### config.mk
export PLATFORM = sky130hd
export DESIGN_NAME = poly_song_sequencer_flat
export DESIGN_NICKNAME = d
export VERILOG_FILES = /design/src/rtl/poly_song_sequencer_pkg.sv /design/src/rtl/poly_song_sequencer_if.sv /design/src/rtl/poly_song_sequencer_beat_countdown.sv /design/src/rtl/poly_song_sequencer.sv /design/src/flat_wrapper.sv
export SDC_FILE = /design/constraint.sdc
export NUM_CORES = 1
export LEC_CHECK = 0
export CAP_MARGIN = 25
export CORE_MARGIN = 1
export CORE_UTILIZATION = 45
export DETAILED_ROUTE_END_ITERATION = 10
export HOLD_SLACK_MARGIN = 0.02
export PLACE_DENSITY = 0.79
export SYNTH_ARGS = -nofsm -noshare
export SYNTH_HDL_FRONTEND = slang
export SYNTH_SLANG_ARGS = --single-unit
export TNS_END_PERCENT = 100
### constraint.sdc
create_clock -name clk -period 2.41 [get_ports clk]
set_input_delay 0.482 -clock clk [delete_from_list [all_inputs] [get_ports clk]]
set_output_delay 0.482 -clock clk [all_outputs]
set_load 0.1 [all_outputs]
### src/rtl/poly_song_sequencer_pkg.sv
`default_nettype none
// +----------------------------------------------------------------------+
// | poly_song_sequencer_pkg                                              |
// | Shared state encoding, default widths and song-ROM field layout      |
// | for the polyphonic song sequencer.                                   |
// | Rev 1.0 - initial release                                            |
// +----------------------------------------------------------------------+
package poly_song_sequencer_pkg;

  localparam int c_def_num_voices  = 3;
  localparam int c_def_note_w      = 6;
  localparam int c_def_dur_w       = 6;
  localparam int c_def_song_sel_w  = 2;
  localparam int c_def_note_addr_w = 5;

  typedef enum logic [2:0] {
    S_PAUSED    = 3'd0,
    S_FETCH     = 3'd1,
    S_DECODE    = 3'd2,
    S_DISPATCH  = 3'd3,
    S_ADVANCE   = 3'd4,
    S_INCREMENT = 3'd5
  } seq_state_e;

  // ROM word is {is_adv, note, dur}: is_adv sits in the MSB.
  function automatic int rom_adv_bit(input int note_w, input int dur_w);
    return note_w + dur_w;
  endfunction

  // The note field starts directly above the duration field.
  function automatic int rom_note_lsb(input int dur_w);
    return dur_w;
  endfunction

endpackage
`default_nettype wire

### src/rtl/poly_song_sequencer_if.sv
`default_nettype none
// +----------------------------------------------------------------------+
// | poly_song_sequencer_if                                               |
// | Song-ROM read bus and voice-bank dispatch bus of the sequencer.      |
// | master = sequencer side, slave = ROM / voice bank side.              |
// | Rev 1.0 - initial release                                            |
// +----------------------------------------------------------------------+
interface poly_song_sequencer_if
  import poly_song_sequencer_pkg::*;
#(
  parameter int NUM_VOICES  = c_def_num_voices,
  parameter int NOTE_W      = c_def_note_w,
  parameter int DUR_W       = c_def_dur_w,
  parameter int SONG_SEL_W  = c_def_song_sel_w,
  parameter int NOTE_ADDR_W = c_def_note_addr_w
);

  logic [SONG_SEL_W+NOTE_ADDR_W-1:0] rom_addr;
  logic [NOTE_W+DUR_W:0]             rom_data;
  logic [NUM_VOICES-1:0]             voice_free;
  logic [NUM_VOICES-1:0]             new_note;
  logic [NOTE_W-1:0]                 note_out;
  logic [DUR_W-1:0]                  dur_out;

  modport master (
    output rom_addr, new_note, note_out, dur_out,
    input  rom_data, voice_free
  );

  modport slave (
    input  rom_addr, new_note, note_out, dur_out,
    output rom_data, voice_free
  );

endinterface
`default_nettype wire

### src/rtl/poly_song_sequencer_beat_countdown.sv
`default_nettype none
// +----------------------------------------------------------------------+
// | poly_song_sequencer_beat_countdown                                   |
// | Loadable beat down-counter used for time-advance events. A load      |
// | wins over a same-cycle beat; hold freezes the count.                 |
// | Rev 1.0 - initial release                                            |
// +----------------------------------------------------------------------+
module poly_song_sequencer_beat_countdown #(
  parameter int DUR_W = 6
) (
  input  wire logic             clk,
  input  wire logic             rst,
  input  wire logic             i_load,
  input  wire logic [DUR_W-1:0] i_value,
  input  wire logic             i_beat,
  input  wire logic             i_hold,
  output logic                  o_zero
);

  logic [DUR_W-1:0] r_cnt;

  // Load the advance length, otherwise count beats down to zero.
  always_ff @(posedge clk or posedge rst) begin
    if (rst) begin
      r_cnt <= '0;
    end else if (i_load) begin
      r_cnt <= i_value;
    end else if (i_beat && !i_hold && (r_cnt != '0)) begin
      r_cnt <= r_cnt - DUR_W'(1);
    end
  end

  assign o_zero = (r_cnt == '0);

endmodule
`default_nettype wire

### src/rtl/poly_song_sequencer.sv
`default_nettype none
// +----------------------------------------------------------------------+
// | poly_song_sequencer                                                  |
// | Walks a song ROM of note / time-advance words, dispatching notes to  |
// | the lowest-index free voice and blocking on advance events for a     |
// | counted number of beats.                                             |
// | Optional: POLY_VOICE_STEAL_EN - with no free voice, steal a voice    |
// | round-robin instead of stalling.                                     |
// | Rev 1.0 - initial release                                            |
// +----------------------------------------------------------------------+
module poly_song_sequencer
  import poly_song_sequencer_pkg::*;
#(
  parameter int NUM_VOICES  = c_def_num_voices,
  parameter int NOTE_W      = c_def_note_w,
  parameter int DUR_W       = c_def_dur_w,
  parameter int SONG_SEL_W  = c_def_song_sel_w,
  parameter int NOTE_ADDR_W = c_def_note_addr_w
) (
  input  wire logic                  clk,
  input  wire logic                  reset,
  input  wire logic                  play,
  input  wire logic [SONG_SEL_W-1:0] song,
  input  wire logic                  beat,
  output logic                       song_done,
  output logic                       busy,
  poly_song_sequencer_if.master      bus
);

  localparam int c_adv_bit  = rom_adv_bit(NOTE_W, DUR_W);
  localparam int c_note_lsb = rom_note_lsb(DUR_W);

  seq_state_e              r_state;
  logic [SONG_SEL_W-1:0]   r_song_q;
  logic [NOTE_ADDR_W-1:0]  r_note_idx;
  logic                    r_resume_adv;
  logic                    r_song_done;
  logic [NOTE_W-1:0]       r_note;
  logic [DUR_W-1:0]        r_dur;

  logic                    w_rom_is_adv;
  logic [NOTE_W-1:0]       w_rom_note;
  logic [DUR_W-1:0]        w_rom_dur;
  logic [NOTE_ADDR_W:0]    w_inc;
  logic                    w_song_chg;
  logic                    w_adv_zero;
  logic                    w_dispatch;
  logic [NUM_VOICES-1:0]   w_strobe;

  // Lowest set bit of the free mask, as a one-hot vector.
  function automatic logic [NUM_VOICES-1:0] lowest_free(input logic [NUM_VOICES-1:0] v);
    logic [NUM_VOICES-1:0] w_sel;
    w_sel = '0;
    for (int i = NUM_VOICES - 1; i >= 0; i--) begin
      if (v[i]) begin
        w_sel    = '0;
        w_sel[i] = 1'b1;
      end
    end
    return w_sel;
  endfunction

  assign w_rom_is_adv = bus.rom_data[c_adv_bit];
  assign w_rom_note   = bus.rom_data[c_note_lsb +: NOTE_W];
  assign w_rom_dur    = bus.rom_data[DUR_W-1:0];
  assign w_inc        = {1'b0, r_note_idx} + (NOTE_ADDR_W+1)'(1);
  assign w_song_chg   = (song != r_song_q);
  assign w_dispatch   = (r_state == S_DISPATCH) && play;

`ifdef POLY_VOICE_STEAL_EN
  localparam int c_ptr_w = (NUM_VOICES > 1) ? $clog2(NUM_VOICES) : 1;

  logic [c_ptr_w-1:0]    r_steal_ptr;
  logic [NUM_VOICES-1:0] w_steal_1h;
  logic                  w_steal;

  assign w_steal = w_dispatch && (bus.voice_free == '0);

  // Victim voice as a one-hot vector.
  always_comb begin
    w_steal_1h              = '0;
    w_steal_1h[r_steal_ptr] = 1'b1;
  end

  // Round-robin victim pointer, moves on after every steal.
  always_ff @(posedge clk or posedge reset) begin
    if (reset) begin
      r_steal_ptr <= '0;
    end else if (w_steal) begin
      r_steal_ptr <= (r_steal_ptr == c_ptr_w'(NUM_VOICES - 1)) ? '0 : r_steal_ptr + c_ptr_w'(1);
    end
  end

  assign w_strobe = !w_dispatch ? '0 : (w_steal ? w_steal_1h : lowest_free(bus.voice_free));
`else
  assign w_strobe = w_dispatch ? lowest_free(bus.voice_free) : '0;
`endif

  poly_song_sequencer_beat_countdown #(
    .DUR_W (DUR_W)
  ) u_countdown (
    .clk     (clk),
    .rst     (reset),
    .i_load  ((r_state == S_DECODE) && w_rom_is_adv),
    .i_value (w_rom_dur),
    .i_beat  (beat),
    .i_hold  ((r_state != S_ADVANCE) || !play),
    .o_zero  (w_adv_zero)
  );

  // Sequencing FSM with registered note, duration and end-of-song pulse.
  always_ff @(posedge clk or posedge reset) begin
    if (reset) begin
      r_state      <= S_PAUSED;
      r_song_q     <= '0;
      r_note_idx   <= '0;
      r_resume_adv <= 1'b0;
      r_song_done  <= 1'b0;
      r_note       <= '0;
      r_dur        <= '0;
    end else begin
      r_song_done <= 1'b0;
      case (r_state)
        S_PAUSED: begin
          r_song_q <= song;
          // A new song restarts from its first entry and forgets any
          // interrupted advance.
          if (w_song_chg) begin
            r_note_idx   <= '0;
            r_resume_adv <= 1'b0;
          end
          if (play) begin
            r_state <= (r_resume_adv && !w_song_chg) ? S_ADVANCE : S_FETCH;
          end
        end
        S_FETCH: begin
          r_state <= play ? S_DECODE : S_PAUSED;
        end
        S_DECODE: begin
          if (w_rom_is_adv) begin
            r_state <= S_ADVANCE;
          end else begin
            r_note  <= w_rom_note;
            r_dur   <= w_rom_dur;
            r_state <= S_DISPATCH;
          end
        end
        S_DISPATCH: begin
          if (!play) begin
            r_state <= S_PAUSED;
          end else if (w_strobe != '0) begin
            r_state <= S_INCREMENT;
          end
        end
        S_ADVANCE: begin
          if (!play) begin
            r_resume_adv <= 1'b1;
            r_state      <= S_PAUSED;
          end else if (w_adv_zero) begin
            r_state <= S_INCREMENT;
          end
        end
        S_INCREMENT: begin
          r_resume_adv <= 1'b0;
          if (w_inc[NOTE_ADDR_W]) begin
            r_note_idx  <= '0;
            r_song_done <= 1'b1;
            r_state     <= S_PAUSED;
          end else begin
            r_note_idx <= w_inc[NOTE_ADDR_W-1:0];
            r_state    <= play ? S_FETCH : S_PAUSED;
          end
        end
        default: begin
          r_state <= S_PAUSED;
        end
      endcase
    end
  end

  assign bus.rom_addr = {r_song_q, r_note_idx};
  assign bus.new_note = w_strobe;
  assign bus.note_out = r_note;
  assign bus.dur_out  = r_dur;
  assign song_done    = r_song_done;
  assign busy         = (r_state != S_PAUSED);

endmodule
`default_nettype wire
### src/flat_wrapper.sv
// flat-port wrapper written by rule: the top's interface ports become plain ports
module poly_song_sequencer_flat import poly_song_sequencer_pkg::*;
#(
  parameter int NUM_VOICES  = c_def_num_voices,
  parameter int NOTE_W      = c_def_note_w,
  parameter int DUR_W       = c_def_dur_w,
  parameter int SONG_SEL_W  = c_def_song_sel_w,
  parameter int NOTE_ADDR_W = c_def_note_addr_w
)
  (clk, reset, play, song, beat, song_done, busy, bus_rom_addr, bus_new_note, bus_note_out, bus_dur_out, bus_rom_data, bus_voice_free);
  poly_song_sequencer_if #(.NUM_VOICES(NUM_VOICES), .NOTE_W(NOTE_W), .DUR_W(DUR_W), .SONG_SEL_W(SONG_SEL_W), .NOTE_ADDR_W(NOTE_ADDR_W)) bus_i ();
  input  wire logic clk;
  input  wire logic reset;
  input  wire logic play;
  input  wire logic [SONG_SEL_W-1:0] song;
  input  wire logic beat;
  output logic song_done;
  output logic busy;
  output wire logic [$bits(bus_i.rom_addr)-1:0] bus_rom_addr;
  output wire logic [$bits(bus_i.new_note)-1:0] bus_new_note;
  output wire logic [$bits(bus_i.note_out)-1:0] bus_note_out;
  output wire logic [$bits(bus_i.dur_out)-1:0] bus_dur_out;
  input wire logic [$bits(bus_i.rom_data)-1:0] bus_rom_data;
  input wire logic [$bits(bus_i.voice_free)-1:0] bus_voice_free;
  assign bus_rom_addr = bus_i.rom_addr;
  assign bus_new_note = bus_i.new_note;
  assign bus_note_out = bus_i.note_out;
  assign bus_dur_out = bus_i.dur_out;
  assign bus_i.rom_data = bus_rom_data;
  assign bus_i.voice_free = bus_voice_free;
  poly_song_sequencer #(.NUM_VOICES(NUM_VOICES), .NOTE_W(NOTE_W), .DUR_W(DUR_W), .SONG_SEL_W(SONG_SEL_W), .NOTE_ADDR_W(NOTE_ADDR_W)) u_core (.clk(clk), .reset(reset), .play(play), .song(song), .beat(beat), .song_done(song_done), .busy(busy), .bus(bus_i));
endmodule
# ---- Word-level counts from Yosys, hierarchy flattened
# Index checks and enable logic that the tools add are counted.
dict set report classes {
  addsub 2
  n_eq_ne 12
  mux 25
  n_bitwise 1
  n_reduce_logical 21
}
# operator n
set ops {}
lappend ops {{$mux 3} 12}
lappend ops {{$pmux 3 s6} 1}
lappend ops {{$mux 6} 2}
lappend ops {{$mux 5} 2}
lappend ops {{$pmux 5 s2} 1}
lappend ops {{$ne 3x3->1 const B} 3}
lappend ops {{$reduce_bool 3->1} 3}
lappend ops {{$add 5x1->6 const B} 1}
lappend ops {{$eq 3x2->1 const B} 2}
lappend ops {{$eq 3x3->1 const B} 2}
lappend ops {{$logic_not 6->1} 1}
lappend ops {{$reduce_and 3->1} 2}
lappend ops {{$reduce_bool 6->1} 1}
lappend ops {{$sub 6x1->6 const B} 1}
lappend ops {{$logic_and 1x1->1} 5}
lappend ops {{$mux 1} 5}
lappend ops {{$ne 2x2->1 const B} 2}
lappend ops {{$reduce_and 2->1} 2}
lappend ops {{$reduce_bool 2->1} 2}
lappend ops {{$eq 3x1->1 const B} 1}
lappend ops {{$logic_not 1->1} 3}
lappend ops {{$logic_not 3->1} 1}
lappend ops {{$pmux 1 s3} 1}
lappend ops {{$mux 2} 1}
lappend ops {{4 further kinds} 4}
dict set report totals {
  regBits 30
  elab_cells 69
}

# ---- Longest topological paths before layout
# Gate-level depths: netlist of run 1.
dict set report depth {
  ltp_word 8
  mapped_depth 6
  ltp_nobuf 6
}

# ---- Modules after synthesis
# Synthesis of run 1 repeated with hierarchy kept, for this count alone.
dict set report unflattened {
  hier_cells 153
  area_unflattened_um2 1670.4
}
# module instances cells_each area_per_inst_um2 seq_area_each_um2
set modules_own_cells {}
lappend modules_own_cells {poly_song_sequencer 1 103 1243.7 600.6}
lappend modules_own_cells {poly_song_sequencer_beat_countdown 1 50 426.7 150.1}

# ---- Least setup slack after synthesis of run 1
# No wires, ideal clock.
dict set report synth_timing {
  path_type {input to output}
  startpoint {input port play}
  endpoint {output port bus_new_note[2]}
  arrival_ns 3.409
  required_ns 1.928
  slack_ns -1.481
  cell_stages 4
  path_buffers 1
  cell_sequence {clkbuf_1 > nand2_1 > or3_1 > nor3b_1}
}
dict set report synth_between {
  elab_chain_len 2
}
# element line_no
set synth_rtl {}
lappend synth_rtl {{start, declared} flat_wrapper.sv:14} ;# input wire logic play;
lappend synth_rtl {{$logic_and 1x1->1} poly_song_sequencer.sv:68} ;# assign w_dispatch = (r_state == S_DISPATCH) && play;
lappend synth_rtl {{$mux 3} poly_song_sequencer.sv:96} ;# assign w_strobe = w_dispatch ? lowest_free(bus.voice_free) : '0;
lappend synth_rtl {{end, declared} flat_wrapper.sv:20} ;# output wire logic [$bits(bus_i.new_note)-1:0] bus_new_note;
# No other way between the ends.

# ---- Worst setup path after layout of run 1
# Same ends and word-level chain as after synthesis.

==> impl_metrics.tcl, run 1 <==
set metrics [dict create \
    cts_tree "done" \
    timing.final.setup_violations 0 \
    initial_core_util_pct 47.7 \
    grt_first_pass_wirelength_um 6330 \
    placedCellCount 249 \
    critical_path_endpoint_category "output pin" \
    remaining_drc_errors 0 \
    drt-wirelength-per-cell_um 14.7 \
    io_buffers 45 \
    detail_route.vias_per_cell 5.45 \
    final_cell_count_no_fill 257 \
    route.antenna.remaining_nets 0 \
    min_delay_path_depth 1 \
    ff2ff_path_depth 6 \
    grt.total_usage_pct 23.3 \
    design.portCount 46 \
    area_growth_pct 38.8 \
    outcome "completed" \
    post_synth_num_cell_types 49 \
    worst_slew_margin_rel_pct 69.2 \
    grt_setup_unrepaired "no" \
    routed_wire_length_um 3780 \
    crit_start_category "input pin" \
    fin_setup_tns_ns 0 \
    num_vias 1401 \
    worstSetupPathType "input pin to output pin" \
    antenna_found_initial 0 \
    post_synth_instance_area_mm2 0.00160 \
    drt_pre_antenna_iters 4 \
    timing.critical_path.required_ns 1.93 \
    async_reset_ff_share_pct 100 \
    skew_ns 0.00468 \
    combinational_family_with_the_most_area_after_synthesis "simple AND/OR/NAND/NOR gates" \
    seq_area_frac_synth_pct 46.8 \
    first_global_vias 1479 \
    design.core.area_mm2 0.00336 \
    chipHeight_um 61.7 \
    final_hold_viol_count 0 \
    synthesis.nets 182 \
    synthCells 157 \
    yosys_most_used_dff "sky130_fd_sc_hd__dfrtp_1" \
    min_period_over_period_pct 96.8 \
    worst_margin_slew_ns 0.458 \
    commonest_cells_after_routing_fill_and_taps_aside "30 x sky130_fd_sc_hd__dfrtp_1, 27 x sky130_fd_sc_hd__buf_4, 21 x sky130_fd_sc_hd__clkdlybuf4s50_1, 14 x sky130_fd_sc_hd__nor2_1, 12 x sky130_fd_sc_hd__mux2_2" \
    synthXorXnorAreaFrac_pct 1.64 \
    report.final.slew_viol_count 0 \
    finalWorstPathRequiredPeriod_ns 2.33 \
    clock_sinks 30 \
    number_of_max_cap_violations 0 \
    fraction_of_the_mapped_netlist_area_in_simple_logic_gates_pct 19.7 \
    h-tree-depth 2 \
    cts.root.buffer_cell "sky130_fd_sc_hd__clkbuf_4" \
    hold_class "flop to flop" \
    dpl-instance-area_mm2 0.00215 \
    synth.area.mux_share_pct 9.67 \
    gp_congestion 0.890 \
    largest_net_degree_at_the_start_of_global_routing 31 \
    synth_compound_area_share_pct 16.8 \
    clkSlewWorstSetupHoldPaths_ns 0.10 \
    antenna_cells_inserted 0 \
    synth-adder-area-share_pct 2.34 \
    die_area_mm2 0.00381 \
    mostFrequentLayoutCell "sky130_fd_sc_hd__dfrtp_1" \
    die_w_um 61.7 \
    critPathArrivalTime_ns 1.85 \
    hpwl_um 2810 \
    dp_worst_setup_slack_ns 0.0414 \
    grt_overflow_total 0 \
    final.setup.worst_slack_ns 0.0777 \
    synth-seq-cells 30 \
    final_area_mm2 0.00223 \
    yosys_warnings 0 \
    avgSynthCellArea_um2 10.2 \
    timing.fmax_ghz 0.429 \
    crit_fanout 3 \
    synth_edf_count 0 \
    number_of_buffers_on_the_longest_clock_path 2 \
    clk-insertion-delay-late_ns 0.34 \
    cts_inserted_buffers 5 \
    num-nets-final 235 \
    drt_first_iter_violations 46 \
    layout-drive-gt1-share_pct 28.4 \
    placementRows 21 \
    ctsHoldBuffers 0 \
]
## through the flow
| stage | hold WS [ns] | util [%] |
|---|---|---|
| floorplan | 0.544 | - |
| global placement | 0.493 | 63.8 |
| detailed placement | 0.499 | 63.8 |
| CTS | 0.523 | 66.1 |
| global route | 0.545 | 66.2 |
| finish | 0.524 | 66.2 |
## worst max-delay path, stage by stage
cell and delay, ns:
sky130_fd_sc_hd__clkdlybuf4s50_1 0.49, sky130_fd_sc_hd__nand2_1 0.06, sky130_fd_sc_hd__or3_4 0.39, sky130_fd_sc_hd__nor3b_4 0.22
sky130_fd_sc_hd__buf_12 0.20
## sequential cells by signal (all words and copies together) (netlist names)
signal	count
u_core.r_resume_adv	1
u_core.r_song_q	2
u_core.u_countdown.r_cnt	6
u_core.bus.note_out	6
u_core.bus.dur_out	6
u_core.r_state	3
u_core.r_note_idx	5
u_core.song_done	1
## path summary, 6_finish.rpt
path / start / endpoint / slack (ns)
setup / recovery: play / bus_new_note[2] / 0.08
hold / removal: u_core.bus.dur_out[3]$_DFFE_PP0P_ / u_core.bus.dur_out[3]$_DFFE_PP0P_ / 0.52
setup reg to reg: u_core.u_countdown.r_cnt[0]$_DFFE_PP0P_ / u_core.u_countdown.r_cnt[3]$_DFFE_PP0P_ / 0.39
hold reg to reg: u_core.bus.dur_out[3]$_DFFE_PP0P_ / u_core.bus.dur_out[3]$_DFFE_PP0P_ / 0.52
max in group asynchronous: reset / u_core.r_song_q[0]$_DFFE_PP0P_ / 1.59
min in group asynchronous: reset / u_core.bus.note_out[0]$_DFFE_PP0P_ / 0.54
## cell usage after synthesis, types with 2 or more instances
| cell | n | share of area, % |
|---|---|---|
| sky130_fd_sc_hd__a211oi_1 | 2 | 0.94 |
| sky130_fd_sc_hd__nor3b_1 | 2 | 0.94 |
| sky130_fd_sc_hd__inv_1 | 7 | 1.6 |
| sky130_fd_sc_hd__nand2_1 | 11 | 2.6 |
| sky130_fd_sc_hd__nor2b_1 | 3 | 1.2 |
| sky130_fd_sc_hd__mux2_2 | 12 | 8.4 |
| sky130_fd_sc_hd__a21oi_1 | 4 | 1.2 |
| sky130_fd_sc_hd__ha_1 | 3 | 2.3 |
| sky130_fd_sc_hd__a31oi_1 | 7 | 2.7 |
| sky130_fd_sc_hd__nor2_1 | 16 | 3.7 |
| sky130_fd_sc_hd__a21o_1 | 3 | 1.4 |
| sky130_fd_sc_hd__nor3_1 | 7 | 2.2 |
| sky130_fd_sc_hd__or2_2 | 2 | 0.78 |
| sky130_fd_sc_hd__clkbuf_1 | 5 | 1.2 |
| sky130_fd_sc_hd__nand2b_1 | 2 | 0.78 |
| sky130_fd_sc_hd__xor2_1 | 2 | 1.1 |
| sky130_fd_sc_hd__mux2i_1 | 2 | 1.2 |
| sky130_fd_sc_hd__nand3_1 | 3 | 0.94 |
| sky130_fd_sc_hd__or3_1 | 3 | 1.2 |
| sky130_fd_sc_hd__and3_1 | 3 | 1.2 |
| sky130_fd_sc_hd__dfrtp_1 | 30 | 47 |
## final cells by class
| type | count | area [µm²] |
|---|---|---|
| fill | 294 | 1140 |
| multi-input combinational | 114 | 825 |
| sequential | 30 | 751 |
| timing repair buffer | 52 | 493 |
| tap | 46 | 57.6 |
| clock buffer | 7 | 45.0 |
| clock inverter | 1 | 30.0 |
| inverter | 7 | 26.3 |
## metal layers
metal | vias up | share of wire [%] | track usage [%]
met5 | - | 0 | 0
met4 | 0 | 1.7 | 10.2
met3 | 7 | 3.7 | 6.42
met2 | 27 | 51 | 40.2
met1 | 681 | 44 | 27.1
li1 | 686 | - | -
## cell families after synthesis
logic type	after synthesis
compound gates	35
xor+xnor	3
fa+ha+maj	3
buf+inv	13
flops	30
mux	14
simple gates	59
## what timing repair did
item / in CTS / in global routing
resized for setup: 0 / 1
endpoints found under the hold margin: 0 / 0
setup buffers: 0 / 0
endpoints found under the setup margin: 0 / 1
Power of run 1 is left out: the tool's default activity adds up to more than one toggle a clock period on the data nets, which glitch-free logic cannot reach.
==> inputs of run 2 (changes only) <==
--- a/config.mk
+++ b/config.mk
@@ -8,10 +8,12 @@
 export CAP_MARGIN = 25
 export CORE_MARGIN = 1
 export CORE_UTILIZATION = 45
+export CTS_CLUSTER_SIZE = 8
 export DETAILED_ROUTE_END_ITERATION = 10
 export HOLD_SLACK_MARGIN = 0.02
 export PLACE_DENSITY = 0.79
 export SYNTH_ARGS = -nofsm -noshare
 export SYNTH_HDL_FRONTEND = slang
+export SYNTH_HIERARCHICAL = 1
 export SYNTH_SLANG_ARGS = --single-unit
 export TNS_END_PERCENT = 100
==> run 2 against run 1 <==
Design area up 3.5%. Worst hold slack got worse by 0.085 ns. Global-route usage down 0.62 points. Die area increased by 4.0%. Flip-flop and latch count is the same. Maximum frequency is 2.3% higher. Sequential share of layout area shrank 1.1 points.
==> impl_metrics.tcl, run 2 <==
set metrics [dict create \
    clkSlewWorstSetupHoldPaths_ns 0.06 \
    design.core.area_mm2 0.00344 \
    final_hold_viol_count 0 \
    wl_met1_um 1580 \
    finalWorstPathRequiredPeriod_ns 2.28 \
    avgSynthCellArea_um2 10.9 \
    min_period_over_period_pct 94.6 \
    detailroute.wirelength.met3_um 260 \
    gp_congestion 0.814 \
    hold_class "input pin to asynchronous set/reset pin" \
    route.antenna.remaining_nets 0 \
    post-synth-top-count-cell "sky130_fd_sc_hd__dfrtp_1" \
    cts_tree "done" \
    synthCells 153 \
    worst_slew_margin_rel_pct 66.5 \
    design.portCount 46 \
    drt_pre_antenna_iters 4 \
    h-tree-depth 2 \
    cp_cell_sequence "clkdlybuf4s50_1 > nand4b_2 > nor4b_4 > buf_12" \
    ctsHoldBuffers 0 \
    detail_route.vias_per_cell 5.73 \
    highest-signal-layer "met4" \
    critPathArrivalTime_ns 1.80 \
    remaining_drc_errors 0 \
    ff2ff_path_depth 4 \
    synth.top_cell.area_share_pct 44.9 \
    num-nets-final 232 \
    chipHeight_um 62.9 \
    synthesis.nets 178 \
    post_synth_num_cell_types 55 \
    crit_fanout 3 \
    area_growth_pct 38.0 \
    yosys_warnings 6 \
    layout.core_utilization_pct 67.0 \
    netlist.top_cell.by_area "sky130_fd_sc_hd__dfrtp_1" \
    fill_cells 259 \
    routed_wire_length_um 4050 \
    ys_top_cells_by_count "30 x sky130_fd_sc_hd__dfrtp_1, 13 x sky130_fd_sc_hd__inv_1, 13 x sky130_fd_sc_hd__nor2_1" \
    seq_area_frac_synth_pct 44.9 \
    number_of_buffers_on_the_longest_clock_path 2 \
    mostFrequentLayoutCell "sky130_fd_sc_hd__dfrtp_1" \
    synth-seq-cells 30 \
    drt_first_iter_violations 133 \
    first_global_vias 1421 \
    largest_net_degree_at_the_start_of_global_routing 25 \
    crit_start_category "input pin" \
    number_of_max_cap_violations 0 \
    placementRows 21 \
    detailroute.wirelength.met2_um 2110 \
    initial_core_util_pct 48.5 \
    synth_edf_count 0 \
    post_synth_instance_area_mm2 0.00167 \
    post_cts.resized_instances 0 \
    antenna_cells_inserted 0 \
    num_vias 1449 \
    grt.total_usage_pct 22.7 \
    async_reset_ff_share_pct 100 \
    critical_path_s_largest_stage_delay_ns 0.55 \
    timing.fmax_ghz 0.439 \
    die_w_um 62.9 \
    io_buffers 45 \
    cts_inserted_buffers 5 \
    antenna_found_initial 0 \
    skew_ns 0.00620 \
    commonest_cells_after_routing_fill_and_taps_aside "30 x sky130_fd_sc_hd__dfrtp_1, 28 x sky130_fd_sc_hd__buf_4, 21 x sky130_fd_sc_hd__clkdlybuf4s50_1, 13 x sky130_fd_sc_hd__inv_1" \
    count_of_buffers_added_by_post_cts_timing_repair_for_setup 0 \
    outcome "completed" \
    report.final.slew_viol_count 0 \
    timing.final.setup_violations 0 \
    layout-drive-gt1-share_pct 31.4 \
    grt_setup_unrepaired "no" \
    worst_margin_slew_ns 0.503 \
    die_area_mm2 0.00396 \
    cts.root.buffer_cell "sky130_fd_sc_hd__clkbuf_8" \
    grt_overflow_total 0 \
    crit_slowest_cell "sky130_fd_sc_hd__clkdlybuf4s50_1" \
    synth.area.top_cells "sky130_fd_sc_hd__dfrtp_1 45%, sky130_fd_sc_hd__mux2_4 7.2%, sky130_fd_sc_hd__inv_1 2.9%" \
    grt_first_pass_wirelength_um 6780 \
    worstSetupPathType "input pin to output pin" \
    yosys_most_used_dff "sky130_fd_sc_hd__dfrtp_1" \
    timing.critical_path.required_ns 1.93 \
    clk-insertion-delay-late_ns 0.29 \
    drt-wirelength-per-cell_um 16.0 \
    critical_path_endpoint_category "output pin" \
    clock_sinks 30 \
    hpwl_um 2980 \
]
run 2: cell count changes after synthesis, moves of 4 or more:
cell and delta:
sky130_fd_sc_hd__clkbuf_1 -4, sky130_fd_sc_hd__inv_1 +6, sky130_fd_sc_hd__mux2_2 -8, sky130_fd_sc_hd__mux2_4 +8
sky130_fd_sc_hd__nor3_1 -6, sky130_fd_sc_hd__o21ai_0 +4
run 2: through the flow:
step	hold WS (ns)	cell area, µm²	setup TNS (ns)	std cells	setup WS [ns]
2_1_floorplan	0.273	1690	-0.160	153	-0.158
3_3_place_gp	0.483	2190	0	246	0.0901
3_5_place_dp	0.497	2190	0	246	0.0216
4_1_cts	0.446	2300	0	253	0.116
5_1_grt	0.460	2300	0	253	0.0412
6_report	0.439	2300	0	253	0.130
run 2: path summary, 6_finish.rpt:
path / startpoint / end / slack [ns]
min reg2reg: u_core/r_note_idx[4]$_DFFE_PP0P_ / u_core/r_note_idx[4]$_DFFE_PP0P_ / 0.50
min in group clk: u_core/r_note_idx[4]$_DFFE_PP0P_ / u_core/r_note_idx[4]$_DFFE_PP0P_ / 0.50
min: reset / u_core/u_countdown/r_cnt[1]$_DFFE_PP0P_ / 0.44
max: play / bus_new_note[2] / 0.13
max reg2reg: u_core/r_state[0]$_DFFE_PP0P_ / u_core/u_countdown/r_cnt[5]$_DFFE_PP0P_ / 0.33
max in group asynchronous: reset / u_core/r_song_q[0]$_DFFE_PP0N_ / 1.60
run 2: cell type report:
class	instances	area, µm²	share of cell area (%)
well taps	46	57.6	2.50
multi-input cells	104	835	36.2
clock buffers	6	82.6	3.58
flip-flops and latches	30	751	32.6
inverters	13	48.8	2.12
clock inverters	1	30.0	1.30
repair buffers	53	500	21.7
run 2: metal layers:
layer / track usage (%) / vias to the layer above
met5: 0 / -
met4: 13.4 / 0
met3: 4.20 / 10
met2: 40.2 / 66
met1: 24.9 / 711
li1: - / 662
run 2: critical path, delay by kind of cell:
kind / cells / cell delay [ns]
buffers and inverters: 2 / 0.76
AND/OR/NAND/NOR: 2 / 0.54
run 2: cell families (layout without fill, tap and decap cells):
group           Yosys count  count (layout)  synth area share, %
compound gates           30              30                 13.6
xor+xnor                  3               3                 1.57
simple gates             55              55                 20.7
mux                      13              13                 10.5
buf+inv                  19              73                 6.44
fa+ha+maj                 3               3                 2.25
flops                    30              30                 44.9
Power of run 2 is left out for the same reason.
==> inputs of run 3 (changes only) <==
--- a/config.mk
+++ b/config.mk
@@ -6,8 +6,9 @@
 export NUM_CORES = 1
 export LEC_CHECK = 0
 export CAP_MARGIN = 25
-export CORE_MARGIN = 1
+export CORE_MARGIN = 2
 export CORE_UTILIZATION = 45
+export CTS_BUF_LIST = sky130_fd_sc_hd__clkbuf_4
 export CTS_CLUSTER_SIZE = 8
 export DETAILED_ROUTE_END_ITERATION = 10
 export HOLD_SLACK_MARGIN = 0.02
==> run 3 against run 2 <==
Non-clock buffer count rose by 1. Count of clock-buffer cells in the layout is 1 lower. Setup slack lost 0.030 ns. Critical endpoint unchanged. First-iteration DRC count shrank 24%. Critical path depth stayed put. Flip-flop and latch count stayed put. Critical path type unchanged.
==> impl_metrics.tcl, run 3 (synthesis results as in run 2) <==
set metrics [dict create \
    first_global_vias 1431 \
    placementRows 22 \
    antenna_found_initial 0 \
    design.portCount 46 \
    number_of_max_cap_violations 0 \
    grt_overflow_total 0 \
    antenna_cells_inserted 0 \
    detail_route.vias_per_cell 5.46 \
    worstSetupPathType "input pin to output pin" \
    post_cts.resized_instances 0 \
    clock_sinks 30 \
    critPathArrivalTime_ns 1.83 \
    num-nets-final 233 \
    timing.final.setup_violations 0 \
    crit_fanout 3 \
    timing.fmax_ghz 0.433 \
    cts.root.buffer_cell "sky130_fd_sc_hd__clkbuf_4" \
    grt_first_pass_wirelength_um 6640 \
    crit_slowest_cell "sky130_fd_sc_hd__clkdlybuf4s50_1" \
    final.setup.worst_slack_ns 0.0998 \
    cts_tree "done" \
    critical_path_buf_inv_count 2 \
    die_w_um 64.9 \
    cts_inserted_buffers 5 \
    grt.total_usage_pct 20.7 \
    timing.critical_path.required_ns 1.93 \
    drt_pre_antenna_iters 4 \
    number_of_buffers_on_the_longest_clock_path 2 \
    report.final.slew_viol_count 0 \
    critical_path_endpoint_category "output pin" \
    clk-insertion-delay-late_ns 0.34 \
    clkSlewWorstSetupHoldPaths_ns 0.10 \
    finalWorstPathRequiredPeriod_ns 2.31 \
    crit_start_category "input pin" \
    cp_cell_sequence "clkdlybuf4s50_1 > nand4b_2 > nor4b_4 > buf_12" \
    hold_class "input pin to asynchronous set/reset pin" \
    h-tree-depth 2 \
    min_period_over_period_pct 95.9 \
    outcome "completed" \
    die_area_mm2 0.00422 \
    route.antenna.remaining_nets 0 \
    commonest_cells_after_routing_fill_and_taps_aside "30 x sky130_fd_sc_hd__dfrtp_1, 29 x sky130_fd_sc_hd__buf_4, 21 x sky130_fd_sc_hd__clkdlybuf4s50_1, 13 x sky130_fd_sc_hd__inv_1" \
    count_of_buffers_added_by_post_cts_timing_repair_for_setup 0 \
    remaining_drc_errors 0 \
    design.core.area_mm2 0.00361 \
    num_vias 1402 \
    ctsHoldBuffers 0 \
    mostFrequentLayoutCell "sky130_fd_sc_hd__dfrtp_1" \
    drt-wirelength-per-cell_um 15.2 \
    io_buffers 45 \
    critical_path_s_largest_stage_delay_ns 0.56 \
    layout.core_utilization_pct 63.2 \
    worst_slew_margin_rel_pct 71.4 \
    routed_wire_length_um 3910 \
    chipHeight_um 64.9 \
    gp_congestion 0.844 \
    initial_core_util_pct 46.3 \
    drt_first_iter_violations 101 \
    fin_setup_tns_ns 0 \
    largest_net_degree_at_the_start_of_global_routing 25 \
    grt_setup_unrepaired "no" \
    layout-drive-gt1-share_pct 32.1 \
    hpwl_um 2960 \
    dp_worst_setup_slack_ns -0.0148 \
    worst_margin_slew_ns 0.427 \
    cp_top_family "buffers and inverters" \
    area_growth_pct 36.5 \
    final_hold_viol_count 0 \
    skew_ns 0.0128 \
]
[run 3: cell count changes in the layout (fill, tap and decap cells not counted)]
cell,delta
sky130_fd_sc_hd__buf_4,+1
sky130_fd_sc_hd__clkbuf_4,+5
sky130_fd_sc_hd__clkbuf_8,-6
sky130_fd_sc_hd__clkinv_2,+2
[run 3: stage by stage]
step,cells,hold slack [ns],cell area [µm²]
floorplan,153,0.273,1690
global placement,249,0.482,2200
detailed placement,249,0.495,2200
CTS,257,0.390,2280
global route,257,0.411,2280
finish,257,0.384,2280
[run 3: metal layers]
layer  wire length (µm)  global-route usage, %  up-vias
met2               2100                   37.4       49
met1               1570                   23.7      684
met3                222                   4.51        3
li1                   -                      -      666
met4                 26                   7.71        0
met5                  0                      0        -
[run 3: final timing paths]
path                                             startpoint                                 endpoint  slack, ns  cells after the start
hold reg to reg            u_core/r_note_idx[4]$_DFFE_PP0P_         u_core/r_note_idx[4]$_DFFE_PP0P_       0.51                      1
hold / removal                                        reset  u_core/u_countdown/r_cnt[3]$_DFFE_PP0P_       0.38                      2
min in group clk           u_core/r_note_idx[4]$_DFFE_PP0P_         u_core/r_note_idx[4]$_DFFE_PP0P_       0.51                      1
max in group asynchronous                             reset       u_core/bus.note_out[1]$_DFFE_PP0N_       1.64                      3
setup / recovery                                       play                          bus_new_note[2]        0.1                      4
setup reg to reg              u_core/r_state[1]$_DFFE_PP0P_  u_core/u_countdown/r_cnt[5]$_DFFE_PP0P_       0.37                      4
[run 3: worst reg2reg max path, delay by kind of cell, from the launching register on]
family	cells	cell delay [ns]
AO/OA/AOI/OAI	1	0.18
flip-flops	1	0.54
AND/OR/NAND/NOR	3	1.25
[run 3: final cells by class]
type | instances | area, µm²
fillers | 294 | 1330
flip-flops and latches | 30 | 751
repair buffers | 54 | 508
clock inverters | 3 | 40.0
multi-input cells | 104 | 835
inverters | 13 | 48.8
clock buffers | 5 | 37.5
well taps | 48 | 60.1
Power of run 3 is left out for the same reason.
